### src/rtl/sipo_frame_if.sv
// Serial-in / frame-out handshake bundle for sipo_frame.
// The master drives serial data and flow control; the slave returns the frame and status.
interface sipo_frame_if #(
  parameter int WIDTH = 8
);
  localparam int CW = $clog2(WIDTH);

  logic             din;
  logic             load;
  logic             clr;
  logic             dout_ready;
  logic [WIDTH-1:0] dout;
  logic             dout_valid;
  logic             overrun;
  logic [CW-1:0]    bit_cnt;

  modport master (
    output din, load, clr, dout_ready,
    input  dout, dout_valid, overrun, bit_cnt
  );

  modport slave (
    input  din, load, clr, dout_ready,
    output dout, dout_valid, overrun, bit_cnt
  );
endinterface

### src/rtl/sipo_frame.sv
// Serial-to-parallel frame assembler with a one-deep valid/ready output register
// and a sticky overrun flag for frames dropped while the output is still pending.
module sipo_frame #(
  parameter int WIDTH     = 8,
  parameter bit MSB_FIRST = 1'b0
) (
  input logic        clk,
  input logic        rst_n,
  sipo_frame_if.slave bus
);
  localparam int            CW   = $clog2(WIDTH);
  localparam logic [CW-1:0] LAST = CW'(WIDTH - 1);

  logic [WIDTH-1:0] asm_reg;
  logic [WIDTH-1:0] frame_next;
  logic [WIDTH-1:0] dout_reg;
  logic [CW-1:0]    cnt_reg;
  logic             valid_reg;
  logic             overrun_reg;
  logic             capture;
  logic             complete;
  logic             accept;

  // Each bit position is written only when the counter points at it.
  for (genvar gi = 0; gi < WIDTH; gi++) begin : g_bit
    localparam int POS = MSB_FIRST ? (WIDTH - 1 - gi) : gi;
    assign frame_next[gi] = (cnt_reg == CW'(POS)) ? bus.din : asm_reg[gi];
  end

  assign capture  = bus.load && !bus.clr;
  assign complete = capture && (cnt_reg == LAST);
  assign accept   = valid_reg && bus.dout_ready;

  always_ff @(posedge clk or negedge rst_n) begin
    if (!rst_n) begin
      asm_reg     <= '0;
      cnt_reg     <= '0;
      dout_reg    <= '0;
      valid_reg   <= 1'b0;
      overrun_reg <= 1'b0;
    end else begin
      if (bus.clr) begin
        asm_reg     <= '0;
        cnt_reg     <= '0;
        overrun_reg <= 1'b0;
      end else if (bus.load) begin
        if (complete) begin
          asm_reg <= '0;
          cnt_reg <= '0;
        end else begin
          asm_reg <= frame_next;
          cnt_reg <= cnt_reg + CW'(1);
        end
      end

      // A completing frame may replace a pending one only if it is accepted this edge.
      if (complete) begin
        if (!valid_reg || bus.dout_ready) begin
          dout_reg  <= frame_next;
          valid_reg <= 1'b1;
        end else begin
          overrun_reg <= 1'b1;
        end
      end else if (accept) begin
        valid_reg <= 1'b0;
      end
    end
  end

  assign bus.dout       = dout_reg;
  assign bus.dout_valid = valid_reg;
  assign bus.overrun    = overrun_reg;
  assign bus.bit_cnt    = cnt_reg;
endmodule

### src/flat_wrapper.sv
// flat-port wrapper written by rule: the top's interface ports become plain ports
module sipo_frame_flat 
#(
  parameter int WIDTH     = 8,
  parameter bit MSB_FIRST = 1'b0
)
  (clk, rst_n, bus_din, bus_load, bus_clr, bus_dout_ready, bus_dout, bus_dout_valid, bus_overrun, bus_bit_cnt);
  sipo_frame_if #(.WIDTH(WIDTH)) bus_i ();
  input logic clk;
  input logic rst_n;
  input wire logic [$bits(bus_i.din)-1:0] bus_din;
  input wire logic [$bits(bus_i.load)-1:0] bus_load;
  input wire logic [$bits(bus_i.clr)-1:0] bus_clr;
  input wire logic [$bits(bus_i.dout_ready)-1:0] bus_dout_ready;
  output wire logic [$bits(bus_i.dout)-1:0] bus_dout;
  output wire logic [$bits(bus_i.dout_valid)-1:0] bus_dout_valid;
  output wire logic [$bits(bus_i.overrun)-1:0] bus_overrun;
  output wire logic [$bits(bus_i.bit_cnt)-1:0] bus_bit_cnt;
  assign bus_i.din = bus_din;
  assign bus_i.load = bus_load;
  assign bus_i.clr = bus_clr;
  assign bus_i.dout_ready = bus_dout_ready;
  assign bus_dout = bus_i.dout;
  assign bus_dout_valid = bus_i.dout_valid;
  assign bus_overrun = bus_i.overrun;
  assign bus_bit_cnt = bus_i.bit_cnt;
  sipo_frame #(.WIDTH(WIDTH), .MSB_FIRST(MSB_FIRST)) u_core (.clk(clk), .rst_n(rst_n), .bus(bus_i));
endmodule
### config.mk
export PLATFORM = sky130hd
export DESIGN_NAME = sipo_frame_flat
export DESIGN_NICKNAME = d
export VERILOG_FILES = /design/src/rtl/sipo_frame_if.sv /design/src/rtl/sipo_frame.sv /design/src/flat_wrapper.sv
export SDC_FILE = /design/constraint.sdc
export NUM_CORES = 1
export LEC_CHECK = 0
export ABC_AREA = 0
export CORE_MARGIN = 10
export CORE_UTILIZATION = 40
export CTS_CLUSTER_DIAMETER = 200
export DETAILED_ROUTE_END_ITERATION = 12
export HOLD_SLACK_MARGIN = 0.12
export PLACE_DENSITY = 0.67
export REMOVE_ABC_BUFFERS = 1
export SYNTH_ARGS = -nofsm -noshare
export SYNTH_HDL_FRONTEND = slang
export SYNTH_SLANG_ARGS = --single-unit
### constraint.sdc
create_clock -name clk -period 1.9 [get_ports clk]
set_clock_uncertainty 0.15 [all_clocks]
set_input_delay 0.38 -clock clk [delete_from_list [all_inputs] [get_ports clk]]
set_output_delay 0.38 -clock clk [all_outputs]
set_load 0.05 [all_outputs]
==> results of run 1 <==
[cell usage after synthesis (3+ instances only)]
library cell and n:
a21oi_1 5, a31oi_1 5, buf_6 4, dfrtp_1 21
ha_1 6, inv_1 6, mux2_2 14, mux2i_1 5
nand2_1 8, nor2_1 5, o21ai_0 5, or3_1 3
[layer usage]
metal	part of all wire [%]	wire length, um	vias up	GRT usage [%]
li1	-	-	414	-
met1	44	1069	416	11.95
met2	51	1246	11	15.72
met3	3.5	84	4	2.793
met4	0.95	23	0	3.106
met5	0	0	-	0
[area by class of cell]
| type | count | area (um2) |
|---|---|---|
| Tap cell | 31 | 38.79 |
| Inverter | 6 | 22.52 |
| Clock buffer | 3 | 22.52 |
| Clock inverter | 1 | 5.005 |
| Multi-Input combinational cell | 71 | 581.8 |
| Sequential cell | 21 | 525.5 |
| Fill cell | 255 | 1323 |
| Timing Repair Buffer | 30 | 262.8 |
[layout by cell type (no fill, tap or decap)]
master / instances
a21boi_0: 1
a21oi_1: 5
a31oi_1: 5
and2_2: 1
and2b_2: 2
and3b_2: 1
buf_12: 2
buf_4: 23
clkbuf_4: 3
clkdlybuf4s50_1: 5
clkinv_2: 1
dfrtp_1: 21
ha_1: 5
ha_4: 1
inv_1: 6
mux2_2: 14
mux2i_1: 5
nand2_1: 8
nand2_4: 1
nand2b_1: 1
nand2b_4: 2
nand3_1: 1
nor2_1: 5
nor3_4: 1
nor3b_1: 2
o21ai_0: 5
o21bai_1: 1
or2_2: 1
or3_1: 3
[worst paths after layout]
check	start	to	slack, ns	cells past startpoint
setup / recovery	u_core.bus.bit_cnt[0]	u_core.bus.dout[0]	0.09	6
hold / removal	rst_n	u_core.bus.dout_valid	0.24	2
setup reg to reg	u_core.bus.bit_cnt[0]	u_core.bus.dout[0]	0.09	6
hold reg to reg	u_core.asm_reg[4]	u_core.asm_reg[4]	0.34	2
max in group asynchronous	rst_n	u_core.bus.bit_cnt[1]	1.14	2
min in group clk	u_core.asm_reg[4]	u_core.asm_reg[4]	0.34	2
[worst max-delay path, stage by stage (launching register included)]
cell and delay, ns:
dfrtp_1 0.37, buf_4 0.15, inv_1 0.06, ha_1 0.25, nand2b_1 0.12, mux2_2 0.36
mux2_2 0.26
[kinds of logic (layout without fill, tap and decap cells)]
logic type / count (synthesis) / count (layout) / share of synthesized area [%]
buffers and inverters: 11 / 40 / 6.115
DFF: 21 / 21 / 45.06
AOI/OAI and AO/OA: 17 / 17 / 8.262
muxes: 19 / 19 / 17.81
adders and majority gates: 6 / 6 / 6.438
and+or+nand+nor: 29 / 29 / 16.31
[power groups by stage]
stage               combinational, mW  sequential, mW  clock [mW]
floorplan                      0.0485           0.484           0
CTS                             0.127           0.461       0.233
global placement                0.123           0.469           0
global route                    0.142           0.462       0.247
detailed placement              0.126           0.470           0
finish                          0.129           0.461       0.227
[repair_timing]
| action | in CTS | in global routing |
|---|---|---|
| buffers inserted | 0 | 1 |
| gates cloned | 0 | 0 |
| setup endpoints to repair | 1 | 7 |
| gates resized for setup | 1 | 1 |
==> key figures, run 1 <==
Placed design
  • Dpl cell area: 0.001411 mm2
  • Post-Place Cells: 158
  • Post-DP HPWL: 1896 um
  • Pre-CTS WS: -0.05487 ns
  • Routability Congestion: 0.7843
  • Port-buffer cells: 18

Synthesis
  • Cell area after synthesis: 0.001166 mm2
  • Asr flop ratio synth: 100.0%
  • Post-synth EDFFs: 0
  • Syn. warnings: 0
  • Most area-hungry cell type in the Yosys netlist: dfrtp_1
  • Top_reg_cell synth: dfrtp_1
  • Ranking of synthesized cells by area: dfrtp_1 45%, mux2_2 14%, ha_1 6.4%
  • Yosys cell types: 25
  • Cells after Synth: 103
  • Area share of the largest cell type after synthesis: 45.06%
  • Mean Syn Cell Area: 11.32 um2
  • Seq/Total Area, Yosys: 45.06%
  • Seq cells post-synth: 21

Clock network
  • Total CTS buffers: 3
  • CTS tree: done
  • CTS max path bufs: 2
  • Clock sink count: 21
  • Clock latency on the worst-skew pair: 0.31 ns
  • H-tree levels: 1
  • Hold-fix buffers, CTS: 0
  • Worst-path clk slew: 0.13 ns
  • Root buffer cell: clkbuf_4

GRT
  • Grt ovf: 0
  • First-pass GRT wire length: 4243 um
  • Initial antenna violation count: 0
  • Largest net degree at the start of global routing: 22
  • Vias in the first global route: 892
  • Gr usage total: 9.643%

Route
  • Via Count: 845
  • Remaining DRCs: 0
  • Via density per instance: 5.184
  • Routed wire per std cell: 14.87 um
  • Remaining antenna violation count: 0
  • Initial DRC count: 17
  • Detailed-router iteration count before antenna repair: 4
  • Detailed Route WL: 2423 um

Timing
  • Max frequency: 551.3 MHz
  • Slew Limit Fails: 0
  • Final Hold Viols: 0
  • Fin crit share: 95.47%
  • Setup_tns: 0 ns
  • Hold slack: 0.2354 ns
  • RSZ-0062 raised after global routing: no
  • Max_slew headroom: 78.08%
  • Tmin final: 1.814 ns
  • Setup violators final: 0
  • Worst Tran Pin Value: 0.3278 ns
  • Final worst slack: 0.08615 ns

Floorplanning
  • Initial Utilization: 41.93%
  • IO Pins: 19
  • Chip Height: 74.00 um
  • # rows: 19
  • Die W: 74.00 um
  • Core area: 0.002781 mm2
  • Total die area: 0.005475 mm2

Power and ir drop
  • VDD IR max: 0.4247 mV
  • P_int: 592.9 uW
  • Combinational share of power: 15.8%
  • Reg power frac: 56.5%
  • PwrDens: 559.8 mW/mm2
  • Total chip power: 816.7 uW
  • Leakage: 0.7115 nW
  • Clock Power Share: 27.7%
  • Switch Pwr: 223.8 uW
  • Switching fraction of total power: 27.41%

Layout
  • Layout Nets: 145
  • Number of inserted diodes: 0
  • Post-Layout Cell Count: 163
  • Area grow syn2layout: 25.11%
  • Share of layout cells above drive strength 1: 40.15%
  • Final Cell Area: 0.001459 mm2
  • Post-Route Utilization: 52.45%

Worst hold path
  • Hold Crit Class: input port to async pin

Status
  • Status: finished clean

Worst setup path
  • Critical Path End Type: flop
  • CP required: 1.97 ns
  • Setup CP Type: flop to flop
  • Worst Path Arrival: 1.88 ns
  • Worst-path fanout max: 5
  • Startpoint types: flop

Flow run
  • Max-Cap Viols: 0
Power figures use the tool's default switching activity.
==> run 2, diff against run 1 <==
--- a/config.mk
+++ b/config.mk
@@ -12,7 +12,6 @@
 export DETAILED_ROUTE_END_ITERATION = 12
 export HOLD_SLACK_MARGIN = 0.12
 export PLACE_DENSITY = 0.67
-export REMOVE_ABC_BUFFERS = 1
 export SYNTH_ARGS = -nofsm -noshare
 export SYNTH_HDL_FRONTEND = slang
 export SYNTH_SLANG_ARGS = --single-unit
==> key figures, run 2 (same netlist as run 1, synthesis figures left out) <==
Status
  • Status: finished clean

Worst setup path
  • Critical path's largest stage delay: 0.45 ns
  • Worst Path Arrival: 1.89 ns
  • Setup CP Type: flop to flop
  • Most frequent CP cell: ha_4
  • Critical Path End Type: flop
  • Worst-path fanout max: 11
  • CP required: 1.96 ns
  • Slowest cell on the critical path: dfrtp_2
  • CP cell instances: ha_4 -> ha_4 -> nand2_4 -> nor3_4 -> buf_4 -> mux2_4
  • Startpoint types: flop

Clock network
  • H-tree levels: 1
  • Root buffer cell: clkbuf_4
  • Cts repair resizes: 0
  • Worst-path clk slew: 0.12 ns
  • CTS tree: done
  • Clock sink count: 21
  • Clock latency on the worst-skew pair: 0.31 ns
  • Post-CTS Setup Repair Bufs: 0
  • Hold-fix buffers, CTS: 0
  • CTS max path bufs: 2
  • Total CTS buffers: 3

Placed design
  • Post-DP HPWL: 1940 um
  • Pre-CTS WS: -0.07932 ns
  • Routability Congestion: 0.7501
  • Port-buffer cells: 18
  • Dpl cell area: 0.001431 mm2

Timing
  • Worst Tran Pin Value: 0.4013 ns
  • Tmin final: 1.835 ns
  • Hold slack: 0.2435 ns
  • Final worst slack: 0.06496 ns
  • Max_slew headroom: 73.16%
  • Fin crit share: 96.58%
  • Final Hold Viols: 0
  • Max frequency: 544.9 MHz
  • Setup violators final: 0
  • Slew Limit Fails: 0

Floorplanning
  • Initial Utilization: 41.93%
  • Core area: 0.002781 mm2
  • IO Pins: 19
  • Chip Height: 74.00 um
  • Total die area: 0.005475 mm2
  • # rows: 19
  • Die W: 74.00 um

Power and ir drop
  • VDD IR max: 0.5083 mV
  • PwrDens: 551.0 mW/mm2
  • Leakage: 0.7001 nW

Route
  • Remaining DRCs: 0
  • Detailed-router iteration count before antenna repair: 4
  • Remaining antenna violation count: 0
  • Via Count: 846
  • Detailed Route WL: 2670 um
  • Routed wire per std cell: 16.48 um
  • Initial DRC count: 52
  • Via density per instance: 5.222

Layout
  • Area grow syn2layout: 26.93%
  • Layout Nets: 144
  • Final Cell Area: 0.001480 mm2
  • Number of inserted diodes: 0
  • Commonest non-fill, non-tap cells in the layout: 23 x buf_4, 18 x dfrtp_1, 8 x nand2_1, 7 x mux2_2, 7 x mux2_4
  • Share of layout cells above drive strength 1: 41.98%
  • Leading cell type in the layout, fill and taps excluded: buf_4

Synthesis
  • Synthesized netlist net count: 115

GRT
  • Grt ovf: 0
  • Vias in the first global route: 928
  • First-pass GRT wire length: 4540 um
  • Gr usage total: 10.50%
  • Initial antenna violation count: 0
  • Largest net degree at the start of global routing: 22

Worst hold path
  • Hold Crit Class: input port to async pin

Flow run
  • Max-Cap Viols: 0
==> run 2: cell count changes in the layout (fill, tap and decap cells not counted), moves of 3 or more <==
cell,before,now
dfrtp_1,21,18
dfrtp_2,0,3
mux2_2,14,7
mux2_4,0,7
==> run 2: layout make-up <==
type                    instances  area [um2]
repair buffers                 29       242.7
multi-input cells              71       620.6
clock buffers                   4       26.28
inverters                       6       22.52
fillers                       257        1301
well taps                      31       38.79
flip-flops and latches         21       529.3
==> run 2: worst max-delay path: cells and delay by family, from the launching register on <==
family / cells / cell delay (ns)
buffers and inverters: 1 / 0.19
multiplexers: 1 / 0.30
flip-flops: 1 / 0.45
AND/OR/NAND/NOR: 2 / 0.26
adder cells (fa/ha/maj): 2 / 0.37
==> run 2: worst paths after layout <==
kind | from | endpoint | slack [ns] | cells past startpoint
setup / recovery | u_core.bus.bit_cnt[1] | u_core.bus.dout[5] | 0.06 | 6
hold / removal | rst_n | u_core.bus.dout[2] | 0.24 | 2
setup reg to reg | u_core.bus.bit_cnt[1] | u_core.bus.dout[5] | 0.06 | 6
hold reg to reg | u_core.asm_reg[4] | u_core.asm_reg[4] | 0.36 | 2
max in group asynchronous | rst_n | u_core.bus.bit_cnt[0] | 1.12 | 2
min in group clk | u_core.asm_reg[4] | u_core.asm_reg[4] | 0.36 | 2
==> run 2: stage by stage <==
stage	std cells	util (%)	setup TNS (ns)	power, mW
after floorplan	103	-	-0.4716	0.5471
after global placement	155	51.46	-0.2598	0.5883
after detailed placement	155	51.46	-0.4626	0.5912
after CTS	159	52.41	0	0.8165
after global routing	162	53.22	-0.003817	0.8602
final	162	53.22	0	0.8156
==> run 2: power by group <==
| part | switching [mW] | leakage (nW) | internal, mW |
|---|---|---|---|
| clock network | 0.146 | 0.0150 | 0.0821 |
| registers | 0.0103 | 0.281 | 0.456 |
| logic | 0.0679 | 0.404 | 0.0539 |
| total | 0.224 | 0.700 | 0.592 |
==> run 2: layer usage <==
layer  routed length [um]  track usage [%]  vias to the layer above
met5                    0                0                        -
met4                   29            2.277                        0
met3                  197            3.590                        7
met2                 1228            16.29                       29
met1                 1214            13.82                      403
li1                     -                -                      407
==> run 3, diff against run 2 <==
--- a/config.mk
+++ b/config.mk
@@ -10,6 +10,7 @@
 export CORE_UTILIZATION = 40
 export CTS_CLUSTER_DIAMETER = 200
 export DETAILED_ROUTE_END_ITERATION = 12
+export GPL_ROUTABILITY_DRIVEN = 1
 export HOLD_SLACK_MARGIN = 0.12
 export PLACE_DENSITY = 0.67
 export SYNTH_ARGS = -nofsm -noshare
==> results of run 3 <==
The final DEF is identical to that of run 2; final timing and power are the same.
